File: src/rtl/jacobi_pivot_selector_if.sv
// rtl/jacobi_pivot_selector_if.sv - pivot selector BRAM/result bus
interface jacobi_pivot_selector_if;
  logic        start;
  logic        ena_cov;
  logic [1:0]  addra_cov;
  logic [31:0] douta_cov;
  logic [1:0]  p;
  logic [1:0]  q;
  logic [7:0]  pivot_mag;
  logic        valid;
  logic        converged;
  logic        busy;

  modport master (
    output start, douta_cov,
    input  ena_cov, addra_cov, p, q, pivot_mag, valid, converged, busy
  );

  modport slave (
    input  start, douta_cov,
    output ena_cov, addra_cov, p, q, pivot_mag, valid, converged, busy
  );
endinterface

File: src/rtl/jacobi_pivot_selector.sv
// rtl/jacobi_pivot_selector.sv - largest off-diagonal pivot search over a 4x4 covariance
module jacobi_pivot_selector #(
  parameter int RD_LAT      = 1,
  parameter int CONV_THRESH = 1
) (
  input logic                     clk,
  input logic                     rst_n,
  jacobi_pivot_selector_if.slave  bus
);

  typedef enum logic [2:0] {IDLE, READ, WAIT, EVAL, DONE} state_t;

  localparam logic [2:0] LAT3 = 3'(RD_LAT);
  localparam logic [7:0] THR8 = 8'(CONV_THRESH);
  localparam logic [1:0] P_TAB [6] = '{2'd0, 2'd0, 2'd0, 2'd1, 2'd1, 2'd2};
  localparam logic [1:0] Q_TAB [6] = '{2'd1, 2'd2, 2'd3, 2'd2, 2'd3, 2'd3};

  state_t      state_q;
  logic [2:0]  cnt_q;
  logic        ena_q;
  logic [1:0]  addr_q;
  logic [7:0]  e01_q, e02_q, e03_q, e12_q, e13_q, e23_q;
  logic [1:0]  p_q, q_q;
  logic [7:0]  mag_q;
  logic        conv_q, valid_q, busy_q;

  logic [7:0]  mags [6];
  logic [7:0]  best_mag_d;
  logic [1:0]  best_p_d, best_q_d;
  logic        cap_en;
  logic [2:0]  cap_row;
  logic        unused_col0;

  // Column 0 is only ever a lower-triangle or diagonal entry, so it is never a candidate.
  assign unused_col0 = ^bus.douta_cov[31:24];

  assign bus.ena_cov   = ena_q;
  assign bus.addra_cov = addr_q;
  assign bus.p         = p_q;
  assign bus.q         = q_q;
  assign bus.pivot_mag = mag_q;
  assign bus.valid     = valid_q;
  assign bus.converged = conv_q;
  assign bus.busy      = busy_q;

  // Absolute value with -128 clamped so the magnitude fits in 7 bits.
  function automatic logic [7:0] mag8(input logic [7:0] x);
    if (x == 8'h80)
      return 8'd127;
    else if (x[7])
      return 8'(~x + 8'd1);
    else
      return x;
  endfunction

  // Row read in scan cycle k arrives RD_LAT cycles later; cnt_q counts from the first READ cycle.
  always_comb begin
    cap_row = cnt_q - LAT3;
    cap_en  = ((state_q == READ) || (state_q == WAIT)) && (cnt_q >= LAT3) && (cap_row <= 3'd2);
  end

  // Strictly-greater scan over the upper triangle so ties keep the earliest candidate.
  always_comb begin
    mags[0] = mag8(e01_q);
    mags[1] = mag8(e02_q);
    mags[2] = mag8(e03_q);
    mags[3] = mag8(e12_q);
    mags[4] = mag8(e13_q);
    mags[5] = mag8(e23_q);
    best_mag_d = mags[0];
    best_p_d   = P_TAB[0];
    best_q_d   = Q_TAB[0];
    for (int i = 1; i < 6; i++) begin
      if (mags[i] > best_mag_d) begin
        best_mag_d = mags[i];
        best_p_d   = P_TAB[i];
        best_q_d   = Q_TAB[i];
      end
    end
  end

  // Scan FSM with registered BRAM controls, row capture and result registers.
  always_ff @(posedge clk or negedge rst_n) begin
    if (!rst_n) begin
      state_q <= IDLE;
      cnt_q   <= 3'd0;
      ena_q   <= 1'b0;
      addr_q  <= 2'd0;
      e01_q   <= 8'd0;
      e02_q   <= 8'd0;
      e03_q   <= 8'd0;
      e12_q   <= 8'd0;
      e13_q   <= 8'd0;
      e23_q   <= 8'd0;
      p_q     <= 2'd0;
      q_q     <= 2'd1;
      mag_q   <= 8'd0;
      conv_q  <= 1'b0;
      valid_q <= 1'b0;
      busy_q  <= 1'b0;
    end else begin
      valid_q <= 1'b0;
      if (cap_en) begin
        case (cap_row)
          3'd0: begin
            e01_q <= bus.douta_cov[23:16];
            e02_q <= bus.douta_cov[15:8];
            e03_q <= bus.douta_cov[7:0];
          end
          3'd1: begin
            e12_q <= bus.douta_cov[15:8];
            e13_q <= bus.douta_cov[7:0];
          end
          default: e23_q <= bus.douta_cov[7:0];
        endcase
      end
      case (state_q)
        IDLE: begin
          if (bus.start) begin
            state_q <= READ;
            cnt_q   <= 3'd0;
            ena_q   <= 1'b1;
            addr_q  <= 2'd0;
            busy_q  <= 1'b1;
          end
        end
        READ: begin
          cnt_q <= cnt_q + 3'd1;
          if (cnt_q == 3'd2) begin
            ena_q   <= 1'b0;
            addr_q  <= 2'd0;
            state_q <= WAIT;
          end else begin
            addr_q <= addr_q + 2'd1;
          end
        end
        WAIT: begin
          cnt_q <= cnt_q + 3'd1;
          if (cnt_q == LAT3 + 3'd2)
            state_q <= EVAL;
        end
        EVAL: begin
          p_q     <= best_p_d;
          q_q     <= best_q_d;
          mag_q   <= best_mag_d;
          conv_q  <= (best_mag_d <= THR8);
          valid_q <= 1'b1;
          state_q <= DONE;
        end
        DONE: begin
          busy_q  <= 1'b0;
          state_q <= IDLE;
        end
        default: state_q <= IDLE;
      endcase
    end
  end

endmodule

File: src/flat_wrapper.sv
// flat-port wrapper written by rule: the top's interface ports become plain ports
module jacobi_pivot_selector_flat 
#(
  parameter int RD_LAT      = 1,
  parameter int CONV_THRESH = 1
)
  (clk, rst_n, bus_start, bus_douta_cov, bus_ena_cov, bus_addra_cov, bus_p, bus_q, bus_pivot_mag, bus_valid, bus_converged, bus_busy);
  jacobi_pivot_selector_if bus_i ();
  input logic clk;
  input logic rst_n;
  input wire logic [$bits(bus_i.start)-1:0] bus_start;
  input wire logic [$bits(bus_i.douta_cov)-1:0] bus_douta_cov;
  output wire logic [$bits(bus_i.ena_cov)-1:0] bus_ena_cov;
  output wire logic [$bits(bus_i.addra_cov)-1:0] bus_addra_cov;
  output wire logic [$bits(bus_i.p)-1:0] bus_p;
  output wire logic [$bits(bus_i.q)-1:0] bus_q;
  output wire logic [$bits(bus_i.pivot_mag)-1:0] bus_pivot_mag;
  output wire logic [$bits(bus_i.valid)-1:0] bus_valid;
  output wire logic [$bits(bus_i.converged)-1:0] bus_converged;
  output wire logic [$bits(bus_i.busy)-1:0] bus_busy;
  assign bus_i.start = bus_start;
  assign bus_i.douta_cov = bus_douta_cov;
  assign bus_ena_cov = bus_i.ena_cov;
  assign bus_addra_cov = bus_i.addra_cov;
  assign bus_p = bus_i.p;
  assign bus_q = bus_i.q;
  assign bus_pivot_mag = bus_i.pivot_mag;
  assign bus_valid = bus_i.valid;
  assign bus_converged = bus_i.converged;
  assign bus_busy = bus_i.busy;
  jacobi_pivot_selector #(.RD_LAT(RD_LAT), .CONV_THRESH(CONV_THRESH)) u_core (.clk(clk), .rst_n(rst_n), .bus(bus_i));
endmodule
File: config.mk
export PLATFORM = sky130hd
export DESIGN_NAME = jacobi_pivot_selector_flat
export DESIGN_NICKNAME = d
export VERILOG_FILES = /design/src/rtl/jacobi_pivot_selector_if.sv /design/src/rtl/jacobi_pivot_selector.sv /design/src/flat_wrapper.sv
export SDC_FILE = /design/constraint.sdc
export NUM_CORES = 1
export LEC_CHECK = 0
export CORE_ASPECT_RATIO = 0.7
export CORE_MARGIN = 5
export CORE_UTILIZATION = 45
export CTS_CLUSTER_DIAMETER = 200
export CTS_CLUSTER_SIZE = 24
export DETAILED_ROUTE_END_ITERATION = 12
export HOLD_SLACK_MARGIN = 0.06
export PLACE_DENSITY_LB_ADDON = 0.25
export SLEW_MARGIN = 20
export SYNTH_ARGS = -nofsm -noshare
export SYNTH_HDL_FRONTEND = slang
export SYNTH_SLANG_ARGS = --single-unit
File: constraint.sdc
create_clock -name clk -period 19.2 [get_ports clk]
set_input_delay 3.84 -clock clk [delete_from_list [all_inputs] [get_ports clk]]
set_output_delay 3.84 -clock clk [all_outputs]
set_load 0.02 [all_outputs]
==> results of run 1 <==
-- cell type report --
cell class / instances / area (um2) / share of cell area
clock buffer: 10 / 239.0 / 0.03739
sequential: 72 / 1803 / 0.2821
timing repair buffer: 46 / 450.4 / 0.07048
inverter: 48 / 180.2 / 0.02819
clock inverter: 5 / 57.56 / 0.009005
tap: 157 / 196.4 / 0.03074
multi-input combinational: 470 / 3465 / 0.5421
-- critical path: cells and delay by family (launching register included) --
kind / cells / cell delay, ns
AO/OA/AOI/OAI: 28 / 5.91
adder cells (fa/ha/maj): 6 / 1.68
AND/OR/NAND/NOR: 10 / 2.00
buffers and inverters: 3 / 0.26
multiplexers: 4 / 1.41
flip-flops: 1 / 0.41
-- layer usage --
layer | wire (um) | part of all wire
met2 | 5260 | 0.42
met5 | 0 | 0
met1 | 6413 | 0.51
met3 | 787 | 0.062
met4 | 163 | 0.013
-- how the worst max path moves through the flow --
stage / from / endpoint
floorplan: u_core.e01_q[0]$_DFFE_PN0P_ / u_core.bus.converged$_DFFE_PN0P_
global placement: u_core.e01_q[0]$_DFFE_PN0P_ / u_core.bus.converged$_DFFE_PN0P_
detailed placement: u_core.e01_q[0]$_DFFE_PN0P_ / u_core.bus.converged$_DFFE_PN0P_
CTS: u_core.e01_q[0]$_DFFE_PN0P_ / u_core.bus.converged$_DFFE_PN0P_
global route: u_core.e01_q[0]$_DFFE_PN0P_ / u_core.bus.converged$_DFFE_PN0P_
finish: u_core.e01_q[0]$_DFFE_PN0P_ / u_core.bus.converged$_DFFE_PN0P_
-- sequential cells by signal, indices dropped and copies added (netlist names) --
signal and cells:
u_core.e02_q 8, u_core.bus.ena_cov 1, u_core.e03_q 8, u_core.bus.valid 1, u_core.e13_q 8, u_core.e23_q 8
u_core.bus.p 2, u_core.state_q 3, u_core.bus.addra_cov 2, u_core.cnt_q 3, u_core.bus.q 2, u_core.e01_q 8
u_core.e12_q 8, u_core.bus.pivot_mag 8, u_core.bus.converged 1, u_core.bus.busy 1
-- kinds of logic after synthesis --
logic type               after synthesis  share of synthesized area
flip-flops                            72                     0.3268
buffers and inverters                 66                    0.04514
adder cells (fa/ha/maj)               49                     0.1109
AND/OR/NAND/NOR                      190                     0.1701
AO/OA/AOI/OAI                        138                     0.1660
XOR/XNOR                              19                    0.03017
multiplexers                          74                     0.1508
-- per-stage QoR --
stage	hold slack (ns)	util	worst slack (ns)
3_3_place_gp	0.4526	0.5143	7.905
5_1_grt	0.4941	0.5393	6.331
2_1_floorplan	0.4958	-	9.171
6_report	0.4609	0.5393	7.414
3_5_place_dp	0.4586	0.5143	7.590
4_1_cts	0.4666	0.5393	7.522
-- cell usage in the layout (no fill, tap or decap), drive strengths merged, types with 5 or more instances in the layout --
cell type	Yosys	final
a31oi	6	6
a21oi	40	40
clkbuf	16	10
mux2	57	57
o21a	7	7
o211ai	6	6
nor2	46	46
inv	48	48
xor2	13	13
nand3	12	12
ha	48	48
o31ai	16	16
nor2b	8	8
xnor2	6	6
clkdlybuf4s50	0	43
or3	8	8
a211oi	5	5
dfrtp	71	71
o21ai	37	37
and2	6	6
mux2i	17	17
nand2	68	68
nor3	8	8
nand2b	7	7
a21o	7	7
-- synth_stat cells, drive strengths merged (2+ instances only) --
cell type	n	area, um2
o21a	7	60.05
o31ai	16	133.9
a41oi	2	17.52
nor2	46	188.9
nand3b	3	22.52
nor3b	2	15.01
nand3	12	60.06
clkbuf	16	60.06
or3	8	55.05
mux2i	17	186.4
nand4	4	25.02
nor4	4	40.04
nor2b	8	50.05
o21ai	37	185.2
or4	2	15.01
o41ai	4	42.55
or3b	2	17.52
and3	4	25.02
mux2	57	645.6
ha	48	600.6
xor2	13	113.9
nand2	68	255.2
a31oi	6	37.54
xnor2	6	52.55
nor3	8	40.04
inv	48	180.2
dfrtp	71	1777
o211ai	6	45.04
or2	2	12.51
a211oi	5	37.54
a21o	7	52.55
a21oi	40	211.5
nand2b	7	43.79
and2	6	37.54
buf	2	8.750
==> key figures, run 1 <==
Detailed routing
  • Post-detailed-route count of antenna-violating nets: 0
  • Avg WL per Cell: 15.62 um
  • DRT iter0 DRCs: 283
  • Drt pass-1 iters: 4
  • DR vias/cell: 5.587
  • Post-Route WL: 12.62 mm
  • DRC: 0
  • Vias: 4514

Run
  • Number of max-cap violations: 0

Global route
  • Gr usage total: 0.1854
  • Met1 Use GR: 0.2734
  • Vias in the first global route: 4300
  • GRT busiest layer: met2
  • First-pass GRT wire length: 21.52 mm
  • M3 GR Usage: 0.03941
  • Number of antenna violations at the first check in global routing: 0
  • Met2 Usage GRT: 0.2762
  • Pin count of the biggest net entering global routing: 73
  • Grt ovf: 0

Worst setup path
  • CP endpoint kind: register
  • WP data required: 19.45 ns
  • Crit-path most repeated cell: a21oi_1
  • Worst setup SP type: register
  • Crit-path slowest cell: nor4_4
  • Worst Reg-to-Reg Cells: 51
  • RR Startpoint: u_core.e01_q[0]$_DFFE_PN0P_
  • Crit-path max cell delay: 0.57 ns
  • R2R setup slack: 7.41 ns
  • FF-to-FF End: u_core.bus.converged$_DFFE_PN0P_
  • Max FO, Critical Path: 17
  • Setup CP Type: reg -> reg
  • Critical Path AT: 12.03 ns

Floorplanning
  • Die span in y: 102.6 um
  • FP Rows: 33
  • Core area: 11850 um2
  • Top Ports: 53
  • Die area: 14610 um2
  • Initial core utilization: 0.4655
  • Die width: 142.3 um

Outcome
  • Status: finished, final reports clean

STA
  • RSZ-0062 raised after global routing: false
  • Final Max Tran Viols: 0
  • Period utilization: 0.6139
  • Min cycle time layout: 11.79 ns
  • Clock Skews: 0.009655 ns
  • Tightest Pin Transition: 1.002 ns
  • Peak Freq: 84.85 MHz
  • Relative slew slack: 0.3305
  • Setup tns final: 0 ns
  • Endpoints failing hold: 0
  • # setup viols final: 0

Final layout
  • Area growth syn-to-layout: 15.85%
  • Fill cells: 1039
  • Antenna cells: 0
  • Post-route cell area: 6391 um2
  • # nets final: 730
  • Non-Filler Instances: 808
  • Share of layout cells above drive strength 1: 0.1413

CTS
  • Clock latency at the later pin of the worst-skew pair: 0.34 ns
  • Clk slew on worst S/H paths: 0.06 ns
  • Setup Buffers After CTS: 0
  • # hold bufs at CTS: 0
  • Clock tree from TritonCTS: built
  • CTS Sinks: 72
  • CTS max path bufs: 2
  • CTS Buf Count: 9
  • CTS H-Tree Depth: 3
  • Clock Tree Root: clkbuf_16
  • Post_cts resized: 0

Hold path
  • Worst min path class: reg -> reg
  • Hold worst-path end: u_core.bus.q[0]$_DFFE_PN1P_
  • Worst hold path stage count: 2
  • Hold Path Origin: u_core.bus.q[0]$_DFFE_PN1P_

Synthesis
  • Syn nets: 691
  • Yosys cell types: 62
  • Netlist Area Pre-Place: 5517 um2
  • Syn_area_per_cell: 9.073 um2
  • Synth Instances: 608
  • EDFF count, synth: 0
  • Post-synthesis register bit count: 72
  • YS warnings: 0
  • Seq/Total Area, Yosys: 0.3268
  • Predominant post-synthesis flop cell: dfrtp_1
  • Share of async-settable or async-resettable flops after synthesis: 1.000

Placed design
  • Post-placement cell area: 6095 um2
  • Port Buffer Count: 44
  • GP Congestion: 0.8687
  • HPWL Detailed: 9.820 mm
  • Placed insts: 793
Power of run 1 is not shown: default switching activity piles up to over one toggle a cycle in this logic, so the estimate is an artifact.
==> run 2, diff against run 1 <==
- clock period: 19.2 -> 10.1 ns (I/O delays scaled with it)
==> key figures, run 2 (synthesis gave the netlist of run 1 again) <==
Outcome
  • Status: finished, final reports clean

Final layout
  • Sequential cell area: 1803 um2 (unchanged)
  • Non-Filler Instances: 859 (+6.3%)
  • Commonest non-fill, non-tap cell in the layout: dfrtp_1
  • Share of layout cells above drive strength 1: 0.2949 (+0.1536)
  • Antenna cells: 0 (unchanged)
  • # nets final: 781 (+7.0%)
  • Fill cells: 916 (-12%)
  • Area of the multi-input gates: 3924 um2 (+13%)
  • Post-route cell area: 7278 um2 (+14%)
  • Most frequent cells in the layout: dfrtp_1, nand2_1, mux2_2
  • Area growth syn-to-layout: 31.93%

Global route
  • Pin count of the biggest net entering global routing: 73 (unchanged)
  • Vias in the first global route: 4400 (+2.3%)
  • First-pass GRT wire length: 21.85 mm (+1.5%)
  • Number of antenna violations at the first check in global routing: 0 (unchanged)
  • Grt ovf: 0 (unchanged)
  • Gr usage total: 0.1861 (+0.0007220)

CTS
  • CTS max path bufs: 2 (unchanged)
  • Clock latency at the later pin of the worst-skew pair: 0.34 ns (about the same)
  • CTS H-Tree Depth: 3 (unchanged)
  • Clock Tree Root: clkbuf_16
  • CTS Buf Count: 9 (unchanged)
  • Clock tree from TritonCTS: built
  • Clk slew on worst S/H paths: 0.06 ns (about the same)
  • CTS Sinks: 72 (unchanged)

Worst setup path
  • Crit-path most repeated cell: a21oi_2
  • Crit-path max cell delay: 0.41 ns (-0.16 ns)
  • CP endpoint kind: register
  • Critical Path AT: 10.32 ns (-1.71 ns)
  • RR Startpoint: u_core.e01_q[1]$_DFFE_PN0P_
  • Setup CP Type: reg -> reg
  • Worst setup SP type: register
  • WP data required: 10.34 ns (-9.11 ns)
  • Crit-path slowest cell: dfrtp_1
  • Crit path from: u_core.e01_q[1]$_DFFE_PN0P_
  • Max FO, Critical Path: 14 (-3)

STA
  • # setup viols final: 0 (unchanged)
  • Tightest Pin Transition: 1.028 ns (+0.02603 ns)
  • RSZ-0062 raised after global routing: true
  • Min cycle time layout: 10.08 ns (-1.706 ns)
  • Period utilization: 0.9980 (+0.3842)
  • Final Max Tran Viols: 0 (unchanged)
  • Clock Skews: 0.009415 ns (-0.0002401 ns)
  • Relative slew slack: 0.3131 (-0.01739)
  • Endpoints failing hold: 0 (unchanged)
  • Peak Freq: 99.21 MHz (+17%)

Floorplanning
  • Die width: 142.3 um (unchanged)
  • FP Rows: 33 (unchanged)
  • Core area: 11850 um2 (unchanged)
  • Initial core utilization: 0.4655 (unchanged)
  • Top Ports: 53 (unchanged)
  • Die span in y: 102.6 um (unchanged)
  • Die area: 14610 um2 (unchanged)

Detailed routing
  • Avg WL per Cell: 16.49 um (+5.5%)
  • DRC: 0 (unchanged)
  • Post-Route WL: 14.17 mm (+12%)
  • Vias: 4844 (+7.3%)
  • Drt pass-1 iters: 5 (+1)
  • Post-detailed-route count of antenna-violating nets: 0 (unchanged)
  • DR vias/cell: 5.639 (+0.94%)
  • DRT iter0 DRCs: 318 (+12%)

Hold path
  • Worst min path class: reg -> reg
  • Hold Path Origin: u_core.bus.q[0]$_DFFE_PN1P_

Placed design
  • Placed insts: 818 (+3.2%)
  • GP Congestion: 0.9144 (+5.3%)
  • HPWL Detailed: 10.13 mm (+3.2%)
  • Post-placement cell area: 6295 um2 (+3.3%)
  • Port Buffer Count: 44 (unchanged)

Run
  • Number of max-cap violations: 0 (unchanged)
[run 2: cell count changes in the layout (fill, tap and decap cells not counted), moves of 8 or more]
cell / delta
ha_1: -10
o21ai_0: -8
mux2i_1: -8
a21oi_2: +10
a21oi_1: -11
buf_4: +43
ha_4: +9
[run 2: final timing paths]
check	endpoint	slack (ns)	cells past startpoint
worst max-delay path	u_core.bus.converged$_DFFE_PN0P_	0.02	54
worst min-delay path	u_core.bus.q[0]$_DFFE_PN1P_	0.47	2
worst max register to register	u_core.bus.converged$_DFFE_PN0P_	0.02	54
worst min register to register	u_core.bus.q[0]$_DFFE_PN1P_	0.47	2
max in group asynchronous	u_core.bus.q[1]$_DFFE_PN0P_	7.60	2
min in group asynchronous	u_core.bus.ena_cov$_DFFE_PN0P_	1.89	2
[run 2: layer usage]
| metal | up-vias | track usage | wire length [um] |
|---|---|---|---|
| met3 | 8 | 0.04636 | 675 |
| met2 | 115 | 0.2820 | 6442 |
| li1 | 2357 | - | - |
| met5 | - | 0 | 0 |
| met4 | 0 | 0.03579 | 84 |
| met1 | 2364 | 0.2725 | 6964 |
[run 2: final cells by class]
cell class,instances,area share
multi-input cells,470,0.5391
well taps,157,0.02699
flip-flops and latches,72,0.2477
clock inverters,5,0.007908
clock buffers,10,0.03283
inverters,48,0.02510
repair buffers,97,0.1203
[run 2: what timing repair did]
| action | 4_1_cts | 5_1_grt |
|---|---|---|
| pin swaps | 1 | 43 |
| setup buffers | 0 | 26 |
| hold buffers | 0 | 0 |
| endpoints found under the setup margin | 9 | 13 |
| resized for setup | 7 | 96 |
[run 2: stage by stage]
stage | worst slack [ns] | setup TNS, ns | hold WS, ns | util
after floorplan | 0.07118 | 0 | 0.4958 | -
after global placement | -0.05927 | -0.05927 | 0.4549 | 0.5312
after detailed placement | -0.3498 | -1.283 | 0.4611 | 0.5312
after CTS | 0.05347 | 0 | 0.4694 | 0.5585
after global routing | -0.4159 | -1.748 | 0.4876 | 0.6142
final | 0.01996 | 0 | 0.4684 | 0.6142
[run 2: critical path: cells and delay by family (launching register included)]
kind | cells | cell delay (ns)
mux | 5 | 1.50
fa+ha+maj | 6 | 1.39
compound gates | 26 | 4.45
flops | 1 | 0.41
buf+inv | 8 | 0.92
simple gates | 9 | 1.29
Power of run 2 is left out for the same reason.
==> run 3, diff against run 2 <==
- GPL_TIMING_DRIVEN: unset -> 1
- MAX_ROUTING_LAYER: unset -> met4
==> key figures, run 3 (synthesis gave the netlist of run 1 again) <==
Global route
  • Number of antenna violations at the first check in global routing: 0 (unchanged)
  • M3 GR Usage: 0.03570 (-0.01066)
  • First-pass GRT wire length: 22.06 mm (+0.98%)
  • Met1 Use GR: 0.2823 (+0.009815)
  • Gr usage total: 0.1953 (+0.009188)
  • Met2 Usage GRT: 0.2805 (-0.001450)
  • Pin count of the biggest net entering global routing: 73 (unchanged)
  • Grt ovf: 0 (unchanged)
  • GRT busiest layer: met1
  • Vias in the first global route: 4401 (+0.023%)

Worst setup path
  • CP endpoint kind: register
  • Worst setup SP type: register
  • Critical path's top delay family: compound AO/OA/AOI/OAI gates
  • Crit-path max cell delay: 0.40 ns (about the same)
  • Setup CP Type: reg -> reg
  • Critical Path AT: 10.07 ns (-0.25 ns)
  • WP data required: 10.32 ns (-0.02 ns)
  • Max FO, Critical Path: 14 (unchanged)
  • Crit path buf inv count: 11 (+3)
  • Crit-path slowest cell: o311a_4

Floorplanning
  • Initial core utilization: 0.4655 (unchanged)
  • Core area: 11850 um2 (unchanged)
  • Top Ports: 53 (unchanged)
  • Die width: 142.3 um (unchanged)
  • Die area: 14610 um2 (unchanged)
  • FP Rows: 33 (unchanged)
  • Die span in y: 102.6 um (unchanged)

Detailed routing
  • DR vias/cell: 5.553 (-1.5%)
  • DRT iter0 DRCs: 273 (-14%)
  • Avg WL per Cell: 16.52 um (+0.15%)
  • DRC: 0 (unchanged)
  • Post-detailed-route count of antenna-violating nets: 0 (unchanged)
  • Vias: 4776 (-1.4%)
  • Drt pass-1 iters: 4 (-1)
  • Post-Route WL: 14.20 mm (+0.27%)

Placed design
  • HPWL Detailed: 10.31 mm (+1.8%)
  • Port Buffer Count: 44 (unchanged)
  • Post-placement cell area: 6310 um2 (+0.24%)
  • GP Congestion: 0.9504 (+3.9%)

STA
  • Period utilization: 0.9746 (-0.02344)
  • Peak Freq: 101.6 MHz (+2.4%)
  • # setup viols final: 0 (unchanged)
  • Final Max Tran Viols: 0 (unchanged)
  • Endpoints failing hold: 0 (unchanged)
  • Min cycle time layout: 9.843 ns (-0.2367 ns)
  • Clock Skews: 0.01576 ns (+0.006340 ns)
  • Relative slew slack: 0.3217 (+0.008663)
  • Tightest Pin Transition: 1.015 ns (-0.01296 ns)

Run
  • Number of max-cap violations: 0 (unchanged)

Final layout
  • Commonest non-fill, non-tap cell in the layout: dfrtp_1
  • Post-route cell area: 7252 um2 (-0.36%)
  • Share of layout cells above drive strength 1: 0.2888 (-0.006109)
  • # nets final: 781 (unchanged)
  • Area growth syn-to-layout: 31.46%
  • Antenna cells: 0 (unchanged)
  • Most frequent cells in the layout: dfrtp_1, nand2_1, mux2_2

CTS
  • CTS Sinks: 72 (unchanged)
  • CTS max path bufs: 2 (unchanged)
  • CTS H-Tree Depth: 3 (unchanged)
  • Clk slew on worst S/H paths: 0.06 ns (about the same)
  • CTS Buf Count: 9 (unchanged)
  • Clock tree from TritonCTS: built
  • Clock Tree Root: clkbuf_16
  • Clock latency at the later pin of the worst-skew pair: 0.35 ns (about the same)

Outcome
  • Status: finished, final reports clean

Hold path
  • Worst min path class: reg -> reg
run 3: changes by cell type in the layout (fill, tap and decap cells not counted), sizes merged:
cell and delta:
clkinv -3, inv +2, clkinvlp +2
run 3: worst reg2reg max path, delay by kind of cell, from the launching register on:
| family | cells | cell delay, ns |
|---|---|---|
| AO/OA/AOI/OAI | 19 | 3.18 |
| AND/OR/NAND/NOR | 8 | 1.39 |
| buffers and inverters | 11 | 1.30 |
| flip-flops | 1 | 0.38 |
| multiplexers | 7 | 1.97 |
| adder cells (fa/ha/maj) | 6 | 1.54 |
run 3: path summary, 6_finish.rpt:
| kind | startpoint | end | slack (ns) | cells after the start |
|---|---|---|---|---|
| hold / removal | u_core.bus.q[0]$_DFFE_PN1P_ | u_core.bus.q[0]$_DFFE_PN1P_ | 0.47 | 2 |
| min in group asynchronous | rst_n | u_core.bus.addra_cov[1]$_DFFE_PN0P_ | 1.89 | 2 |
| setup / recovery | u_core.e01_q[0]$_DFFE_PN0P_ | u_core.bus.pivot_mag[1]$_DFFE_PN0P_ | 0.26 | 51 |
| setup reg to reg | u_core.e01_q[0]$_DFFE_PN0P_ | u_core.bus.pivot_mag[1]$_DFFE_PN0P_ | 0.26 | 51 |
| hold reg to reg | u_core.bus.q[0]$_DFFE_PN1P_ | u_core.bus.q[0]$_DFFE_PN1P_ | 0.47 | 2 |
| max in group asynchronous | rst_n | u_core.bus.q[1]$_DFFE_PN0P_ | 7.59 | 2 |
run 3: metal layers:
metal  part of all wire  vias to the layer above  routed length, um
met1               0.49                     2296               6981
li1                   -                     2357                  -
met5                  0                        -                  0
met4              0.016                        0                221
met2               0.45                      101               6371
met3              0.044                       22                629
run 3: stage by stage:
step | TNS, ns | setup WS, ns | utilization | std cells | hold slack [ns]
floorplan | 0 | 0.07118 | - | 608 | 0.4958
global placement | -0.03451 | -0.03451 | 0.5325 | 820 | 0.4549
detailed placement | -1.676 | -0.3626 | 0.5325 | 820 | 0.4641
CTS | 0 | 0.04908 | 0.5655 | 845 | 0.4727
global route | -0.6994 | -0.1777 | 0.6120 | 860 | 0.5050
finish | 0 | 0.2567 | 0.6120 | 860 | 0.4653
run 3: layout make-up:
| cell class | instances | area, um2 |
|---|---|---|
| fill | 962 | 4598 |
| multi-input combinational | 470 | 3908 |
| sequential | 72 | 1803 |
| timing repair buffer | 97 | 868.3 |
| clock buffer | 10 | 229.0 |
| tap | 157 | 196.4 |
| inverter | 48 | 180.2 |
| clock inverter | 6 | 67.56 |
run 3: repair_timing:
| action | CTS | global route |
|---|---|---|
| pin swaps | 1 | 30 |
| setup endpoints to repair | 11 | 13 |
| hold endpoints to repair | 0 | 0 |
| gates resized for setup | 7 | 89 |
| hold buffers | 0 | 0 |
| buffers inserted | 9 | 15 |
Power of run 3 is left out for the same reason.
